===== src/rtl/hp_wind_ctrl_pkg.sv =====
// Shared constants, state/winner encodings and small helpers for the HP/wind game-state block.
package hp_wind_ctrl_pkg;

    localparam logic [6:0]  HP_MAX    = 7'd100;
    localparam logic [1:0]  WIND_MAX  = 2'd3;
    localparam logic [15:0] LFSR_SEED = 16'hACE1;

    typedef enum logic [1:0] {IDLE, PLAY, OVER} game_state_t;

    localparam logic [1:0] W_NONE = 2'b00;
    localparam logic [1:0] W_P1   = 2'b01;
    localparam logic [1:0] W_P2   = 2'b10;
    localparam logic [1:0] W_DRAW = 2'b11;

    // Subtract damage from HP, clamping at zero instead of wrapping.
    function automatic logic [6:0] sat_sub(input logic [6:0] hp, input logic [6:0] dmg);
        logic [7:0] diff;
        diff = {1'b0, hp} - {1'b0, dmg};
        return (hp > dmg) ? diff[6:0] : 7'd0;
    endfunction

    // A zero magnitude always maps to 3'b000 so "left, no wind" never appears.
    function automatic logic [2:0] draw_wind(input logic [15:0] r);
        logic [1:0] mag;
        mag = r[1:0];
        if (mag > WIND_MAX)
            mag = WIND_MAX;
        return (mag == 2'd0) ? 3'b000 : {r[2], mag};
    endfunction

endpackage


===== src/rtl/hp_wind_ctrl_lfsr16.sv =====
// 16-bit Fibonacci LFSR (taps 16,14,13,11), free-running, reloaded with SEED on reset.
module lfsr16 #(
    parameter logic [15:0] SEED = 16'hACE1
) (
    input  logic        clk60MHz,
    input  logic        rst_n,
    output logic [15:0] q
);

    logic [15:0] q_q;
    logic [15:0] q_d;
    logic        fb;

    always_comb begin
        fb  = q_q[0] ^ q_q[2] ^ q_q[3] ^ q_q[5];
        q_d = {fb, q_q[15:1]};
    end

    always_ff @(posedge clk60MHz) begin
        if (!rst_n)
            q_q <= SEED;
        else
            q_q <= q_d;
    end

    assign q = q_q;

endmodule


===== src/rtl/hp_wind_ctrl.sv =====
// Game-state source for the HP/wind overlay: HP with saturating damage, per-turn wind, game-over detection.
module hp_wind_ctrl
    import hp_wind_ctrl_pkg::*;
(
    input  logic       clk60MHz,
    input  logic       rst_n,
    input  logic       new_game,
    input  logic       turn_end,
    input  logic       hit_p1,
    input  logic       hit_p2,
    input  logic [6:0] damage,
    output logic [6:0] hp_player1,
    output logic [6:0] hp_player2,
    output logic [2:0] wind,
    output logic       game_over,
    output logic [1:0] winner
);

    logic [15:0] lfsr_val;

    lfsr16 #(.SEED(LFSR_SEED)) u_lfsr (
        .clk60MHz (clk60MHz),
        .rst_n    (rst_n),
        .q        (lfsr_val)
    );

    game_state_t state_q, state_d;
    logic [6:0]  hp1_q, hp1_d, hp2_q, hp2_d;
    logic [2:0]  wind_q, wind_d;
    logic        game_over_q, game_over_d;
    logic [1:0]  winner_q, winner_d;
    logic [6:0]  hp1_hit, hp2_hit;

    always_comb begin
        state_d     = state_q;
        hp1_d       = hp1_q;
        hp2_d       = hp2_q;
        wind_d      = wind_q;
        game_over_d = game_over_q;
        winner_d    = winner_q;
        hp1_hit     = hit_p1 ? sat_sub(hp1_q, damage) : hp1_q;
        hp2_hit     = hit_p2 ? sat_sub(hp2_q, damage) : hp2_q;

        // new_game restarts from any state and takes priority over hits and turn_end.
        if (new_game) begin
            state_d     = PLAY;
            hp1_d       = HP_MAX;
            hp2_d       = HP_MAX;
            wind_d      = draw_wind(lfsr_val);
            game_over_d = 1'b0;
            winner_d    = W_NONE;
        end else if (state_q == PLAY) begin
            hp1_d = hp1_hit;
            hp2_d = hp2_hit;
            if (hp1_hit == 7'd0 || hp2_hit == 7'd0) begin
                // A fatal hit suppresses any wind draw in the same cycle.
                state_d     = OVER;
                game_over_d = 1'b1;
                winner_d    = {hp1_hit == 7'd0, hp2_hit == 7'd0};
            end else if (turn_end) begin
                wind_d = draw_wind(lfsr_val);
            end
        end
    end

    always_ff @(posedge clk60MHz) begin
        if (!rst_n) begin
            state_q     <= IDLE;
            hp1_q       <= HP_MAX;
            hp2_q       <= HP_MAX;
            wind_q      <= 3'b000;
            game_over_q <= 1'b0;
            winner_q    <= W_NONE;
        end else begin
            state_q     <= state_d;
            hp1_q       <= hp1_d;
            hp2_q       <= hp2_d;
            wind_q      <= wind_d;
            game_over_q <= game_over_d;
            winner_q    <= winner_d;
        end
    end

    assign hp_player1 = hp1_q;
    assign hp_player2 = hp2_q;
    assign wind       = wind_q;
    assign game_over  = game_over_q;
    assign winner     = winner_q;

endmodule

===== config.mk =====
export PLATFORM = sky130hd
export DESIGN_NAME = hp_wind_ctrl
export DESIGN_NICKNAME = d
export VERILOG_FILES = /design/src/rtl/hp_wind_ctrl_pkg.sv /design/src/rtl/hp_wind_ctrl_lfsr16.sv /design/src/rtl/hp_wind_ctrl.sv
export SDC_FILE = /design/constraint.sdc
export NUM_CORES = 1
export LEC_CHECK = 0
export CAP_MARGIN = 40
export CORE_ASPECT_RATIO = 1.25
export CORE_MARGIN = 2
export CORE_UTILIZATION = 35
export DETAILED_ROUTE_END_ITERATION = 16
export PLACE_DENSITY = 0.58
export SYNTH_ARGS = -nofsm -noshare
export SYNTH_HDL_FRONTEND = slang
export SYNTH_SLANG_ARGS = --single-unit

===== constraint.sdc =====
create_clock -name clk60MHz -period 4.1 [get_ports clk60MHz]
set_input_delay 1.025 -clock clk60MHz [delete_from_list [all_inputs] [get_ports clk60MHz]]
set_output_delay 1.025 -clock clk60MHz [all_outputs]
set_load 0.005 [all_outputs]

==> results of run 1 <==
Yosys cell counts, types with 7 or more instances:
library cell,n
inv_1,19
and2_1,9
nand2b_1,13
a21oi_1,12
nand2_1,7
o21ai_0,10
a22oi_1,8
nor2_1,20
ha_1,16
dfxtp_1,37
cells by family after synthesis:
| kind of cell | Yosys count |
|---|---|
| and+or+nand+nor | 75 |
| AOI/OAI and AO/OA | 66 |
| DFF | 37 |
| buffers and inverters | 26 |
| adders and majority gates | 18 |
| xor gates and xnor gates | 10 |
| muxes | 2 |
layer usage:
| metal | routed length, µm | up-vias |
|---|---|---|
| li1 | - | 916 |
| met1 | 2280 | 821 |
| met2 | 2220 | 48 |
| met3 | 257 | 10 |
| met4 | 116 | 0 |
| met5 | 0 | - |
state kept, by name, summed over array words and instances, names as in the netlist:
register	flops
game_over	1
hp_player1	7
hp_player2	7
state_q	1
u_lfsr.q	16
wind	3
winner	2
area by class of cell:
type	count	area [µm²]	area share (%)
flip-flops and latches	37	741	28.8
inverters	20	76.3	2.97
multi-input cells	171	1260	49.2
clock buffers	7	86.3	3.36
repair buffers	32	320	12.5
well taps	66	82.6	3.21
through the flow:
step                total power, mW  setup WS (ps)  util [%]
floorplan                     0.506            794         -
global placement              0.561            145      42.7
detailed placement            0.560           95.1      42.7
finish                        0.804            405      44.2
CTS                           0.814            404      44.2
global route                  0.855            246      44.2
worst max-delay path: cells and delay by family:
| family | cells | cell delay, ps |
|---|---|---|
| adder cells (fa/ha/maj) | 2 | 630 |
| AO/OA/AOI/OAI | 2 | 580 |
| AND/OR/NAND/NOR | 3 | 1060 |
| buffers and inverters | 2 | 600 |
final timing paths:
check,to,slack (ps),cells past startpoint
min reg2reg,u_lfsr.q[5],410,1
min,u_lfsr.q[5],410,1
max reg2reg,wind[2],1250,9
max,wind[2],400,9
where the power goes:
part | switching [mW] | internal (mW)
clock | 0.118 | 0.133
sequential | 0.0112 | 0.377
combinational | 0.0887 | 0.0761
total | 0.218 | 0.587
placed cells by master (no fill, tap or decap), types with 4 or more instances in the layout:
| master | synthesis | routed |
|---|---|---|
| o21ai_0 | 10 | 10 |
| nor2b_1 | 5 | 5 |
| dfxtp_1 | 37 | 37 |
| xnor2_1 | 4 | 4 |
| a22oi_1 | 8 | 8 |
| and2_1 | 9 | 9 |
| a21oi_1 | 12 | 12 |
| nor3b_1 | 4 | 4 |
| a221o_1 | 6 | 6 |
| a211oi_1 | 6 | 6 |
| xor2_1 | 6 | 6 |
| nor2_1 | 20 | 20 |
| nand2b_1 | 13 | 13 |
| ha_1 | 16 | 16 |
| inv_1 | 19 | 19 |
| clkbuf_8 | 0 | 6 |
| clkdlybuf4s50_1 | 0 | 32 |
| nand2_1 | 7 | 7 |
==> flow_summary_export.csv, run 1 <==
group,metric,value,unit
placed_design,dp_hpwl,3790,µm
logic_synthesis,synth_flop_cell,"dfxtp_1",
placed_design,place_congestion,0.855,
floorplan,fp.dieH,90.7,µm
timing,fin_skew,6.54,ps
floorplan,die-area,0.00665,mm²
timing,rsz0062_at_grt,"false",
placed_design,io_buffers,32,
timing,finalSetupTns,0,ps
timing,setup_viol,0,
logic_synthesis,synthAdderAreaFrac,11.4,%
placed_design,dp_cells,326,
pwr,p_per_area,313,mW/mm²
logic_synthesis,synth_compound_area_share,23.6,%
timing,finalCritPeriodShare,90.1,%
grt,gr-usage-all-layers,16.0,%
worst_setup_path,critPathLaunch,"damage[0]",
logic_synthesis,async_flop_share,0,%
worst_setup_path,cp_max_fo,5,
logic_synthesis,ys_types,49,
placed_design,dpl_cell_area,0.00248,mm²
routing,routed_via_density,5.39,
timing,tightestPinTransition,619,ps
pwr,vdd_drop_max,0.000280,V
timing,whs,405,ps
grt,antenna_found_initial,0,
worst_setup_path,crit_required,4300,ps
timing,slew_headroom,58.7,%
clocking,cts_sinks,37,
worst_setup_path,crit_path_top_delay_cell,"clkdlybuf4s50_1",
grt,met1_usage,21.0,%
final_layout,nets,298,
logic_synthesis,netlist_instances,234,
hold_path,worst_hold_startpoint,"u_lfsr.q[6]",
hold_path,hold_path_class,"register to register",
clocking,post_cts_buffers,0,
logic_synthesis,syn_avg_cell_area,8.99,µm²
routing,drc,0,
final_layout,final_cells,333,
grt,grt_use_met2,24.4,%
final_layout,drive_gt1_share,5.24,%
floorplan,ios,33,
logic_synthesis,synth.area.mux_share,0.951,%
flow_run,cap_violations,0,
logic_synthesis,synthXorXnorAreaFrac,4.16,%
logic_synthesis,synth_warnings,0,
timing,period_needed,3700,ps
clocking,post_cts_resized,0,
clocking,clkLatencyLatePin,280,ps
grt,grt_use_met3,4.13,%
logic_synthesis,synth-edff-count,0,
logic_synthesis,synth-simple-area-share,20.0,%
floorplan,dieWidth,73.4,µm
final_layout,antenna-diode-count,0,
worst_setup_path,cpPeakStageDelay,550,ps
final_layout,n_fill_cell,582,
worst_setup_path,worstSetupPathType,"input pin to register",
clocking,root_buffer,"clkbuf_8",
logic_synthesis,syn-cell-area,0.00210,mm²
clocking,cts_tree,"done",
timing,drv_slew,0,
pwr,leakagePower,0.962,nW
routing,routedWlPerCell,14.6,µm
grt,grt-busiest-layer,"met2",
clocking,clkTransAtPathRegs,70,ps
floorplan,rows,31,
routing,drt_iter0_drc,88,
floorplan,start_util,36.2,%
final_layout,syn_to_final_growth,22.2,%
logic_synthesis,mappedNetlistNets,265,
logic_synthesis,yosys.area.top_type,"dfxtp_1",
logic_synthesis,ys_seq_area_share,35.2,%
routing,wl,4870,µm
timing,clock.fmax,0.271,GHz
clocking,ctsHoldBuffers,0,
floorplan,core-area,0.00582,mm²
clocking,clock_path_buffers,2,
grt,grt_pass1_wl,8440,µm
logic_synthesis,netlist_top_cells_area,"dfxtp_1, ha_1, nand2b_1",
worst_setup_path,crit_chain,"clkdlybuf4s50_1, ha_1, inv_1, fa_1, or4_1, or3_4, o32ai_4, nor3_1, a311oi_2",
timing,hold_viol,0,
logic_synthesis,synth_top_family_by_area,"compound AO/OA/AOI/OAI gates",
outcome,run_status,"finished, final reports clean",
grt,grt_pass1_vias,1779,
worst_setup_path,startpoint_type,"input pin",
grt,grt-ovfl-total,0,
clocking,cts_buffers,5,
logic_synthesis,synth_seq_cells,37,
clocking,htreeDepth,2,
grt,grt_max_degree,20,
logic_synthesis,yosysTopAreaCellShare,35.2,%
final_layout,final_area,0.00257,mm²
routing,dr_total_vias,1795,
worst_setup_path,crit_path_end_kind,"register",
routing,ant_nets,0,
routing,firstDrtPassIters,4,
worst_setup_path,critical_path_arrival,3900,ps
worst_setup_path,r2r-start,"hp_player1[0]",
No activity file was read; power rests on OpenSTA's default activity.
==> run 2, diff against run 1 <==
CELL_PAD_IN_SITES_DETAIL_PLACEMENT = 1   (was not set)
CELL_PAD_IN_SITES_GLOBAL_PLACEMENT = 2   (was not set)
CORE_ASPECT_RATIO = 1.4   (was 1.25)
CORE_UTILIZATION = 32   (was 35)
HOLD_SLACK_MARGIN = 0.05   (was not set)
PLACE_DENSITY = 0.8   (was 0.58)
==> run 2 against run 1 <==
Effect of this change:
- die area rose by 9.0%
- global-route usage rose by 0.63 points
- wire length rose by 13%
- utilization fell by 3.9 points
- clock power rose by 24%
- critical path type unchanged
- maximum frequency fell by 0.79%
- via count rose by 3.7%
- worst setup slack got worse by 29 ps
- register-to-register slack got worse by 50 ps
- clock skew rose by 3.7 ps
- non-clock buffer count rose by 1
==> flow_summary_export.csv, run 2 (synthesized netlist as in run 1, its figures left out) <==
group,metric,value,unit
timing,finalSetupTns,0,ps
floorplan,rows,35,
grt,grt_max_degree,20,
placed_design,placement.setup.worst_slack,68.9,ps
worst_setup_path,r2r-end,"wind[2]",
routing,drc,0,
clocking,clkLatencyLatePin,290,ps
clocking,post_cts_resized,0,
clocking,clkTransAtPathRegs,70,ps
grt,grt_pass1_wl,9540,µm
final_layout,syn_to_final_growth,24.2,%
final_layout,final_util,40.3,%
clocking,htreeDepth,2,
worst_setup_path,worstSetupPathType,"input pin to register",
routing,routedWlPerCell,16.1,µm
final_layout,antenna-diode-count,0,
timing,clock.fmax,0.269,GHz
floorplan,start_util,32.5,%
grt,grt_pass1_vias,1985,
routing,drt_iter0_drc,61,
outcome,run_status,"finished, final reports clean",
final_layout,nets,299,
grt,grt-ovfl-total,0,
final_layout,n_fill_cell,763,
final_layout,final_common_cell,"dfxtp_1",
flow_run,cap_violations,0,
final_layout,final_area,0.00261,mm²
floorplan,dieWidth,72.5,µm
final_layout,largest_reg_flops,16,
timing,slew_headroom,57.5,%
pwr,finalPower,0.868,mW
placed_design,dpl_cell_area,0.00250,mm²
routing,dr_total_vias,1862,
pwr,vdd_drop_max,0.000210,V
grt,antenna_found_initial,0,
clocking,cts_sinks,37,
floorplan,fp.dieH,100,µm
floorplan,ios,33,
floorplan,core-area,0.00648,mm²
worst_setup_path,crit_path_end_kind,"register",
final_layout,final_cells,343,
placed_design,dp_cells,335,
routing,firstDrtPassIters,4,
clocking,post_cts_buffers,0,
clocking,cts_tree,"done",
grt,gr-usage-all-layers,16.6,%
worst_setup_path,cp_max_fo,4,
timing,worst_slack,376,ps
routing,ant_nets,0,
pwr,leakagePower,0.978,nW
worst_setup_path,crit_path_end,"wind[2]",
hold_path,hold_path_class,"register to register",
pwr,p_per_area,332,mW/mm²
timing,tightestPinTransition,637,ps
worst_setup_path,r2r-start,"hp_player1[0]",
worst_setup_path,reg2reg_depth,9,
timing,period_needed,3720,ps
timing,drv_slew,0,
worst_setup_path,critPathLaunch,"damage[0]",
clocking,clock_path_buffers,2,
timing,whs,416,ps
placed_design,dp_hpwl,4390,µm
clocking,cts_buffers,5,
worst_setup_path,crit_required,4250,ps
timing,rsz0062_at_grt,"false",
routing,wl,5530,µm
worst_setup_path,r2r_setup_slack,1200,ps
timing,setup_viol,0,
worst_setup_path,startpoint_type,"input pin",
placed_design,place_congestion,0.793,
timing,hold_viol,0,
clocking,ctsHoldBuffers,0,
timing,fin_skew,10.2,ps
final_layout,final_cell_mix,"dfxtp_1, clkdlybuf4s50_1, nor2_1",
worst_setup_path,critical_path_arrival,3880,ps
floorplan,die-area,0.00725,mm²
clocking,root_buffer,"clkbuf_8",
routing,routed_via_density,5.43,
final_layout,drive_gt1_share,5.95,%
placed_design,io_buffers,32,
timing,finalCritPeriodShare,90.8,%
==> run 2: how the worst min path moves through the flow <==
| stage | startpoint | slack (ps) | endpoint | cells after the start |
|---|---|---|---|---|
| global placement | u_lfsr.q[12] | 390 | u_lfsr.q[11] | 1 |
| CTS | u_lfsr.q[12] | 420 | u_lfsr.q[11] | 1 |
| finish | u_lfsr.q[12] | 420 | u_lfsr.q[11] | 1 |
| floorplan | u_lfsr.q[11] | 390 | u_lfsr.q[10] | 1 |
| detailed placement | u_lfsr.q[14] | 400 | u_lfsr.q[13] | 1 |
| global route | u_lfsr.q[12] | 440 | u_lfsr.q[11] | 1 |
==> run 2: cell type report <==
class,count,area (µm²),area share (%)
multi-input cells,171,1260,48.4
clock buffers,6,72.6,2.78
repair buffers,33,328,12.5
clock inverters,2,38.8,1.48
inverters,20,76.3,2.92
flip-flops and latches,37,741,28.3
well taps,74,92.6,3.54
==> run 2: routing by layer <==
layer | global-route usage, % | routed length [µm] | vias up
met4 | 5.13 | 68 | 0
li1 | - | - | 918
met3 | 2.31 | 144 | 6
met1 | 20.5 | 2400 | 907
met2 | 29.4 | 2910 | 31
met5 | 0 | 0 | -
==> run 2: where the power goes <==
part	internal, mW	total [mW]	switching, mW
Combinational	0.0769	0.169	0.0924
Clock	0.182	0.310	0.128
Sequential	0.377	0.388	0.0114
Total	0.636	0.868	0.231
==> run 2: worst max-delay path, cell delays in order <==
cell             delay, ps
clkdlybuf4s50_1        560
ha_1                   170
inv_1                   40
fa_1                   400
xor2_1                 200
or4_1                  400
or3_4                  410
o32a_1                 370
nand2_1                170
a311oi_2               110
==> run 3, diff against run 2 <==
CTS_CLUSTER_DIAMETER = 200   (was not set)
==> results of run 3 <==
No change in the layout: final DEF, timing and power equal those of run 2.
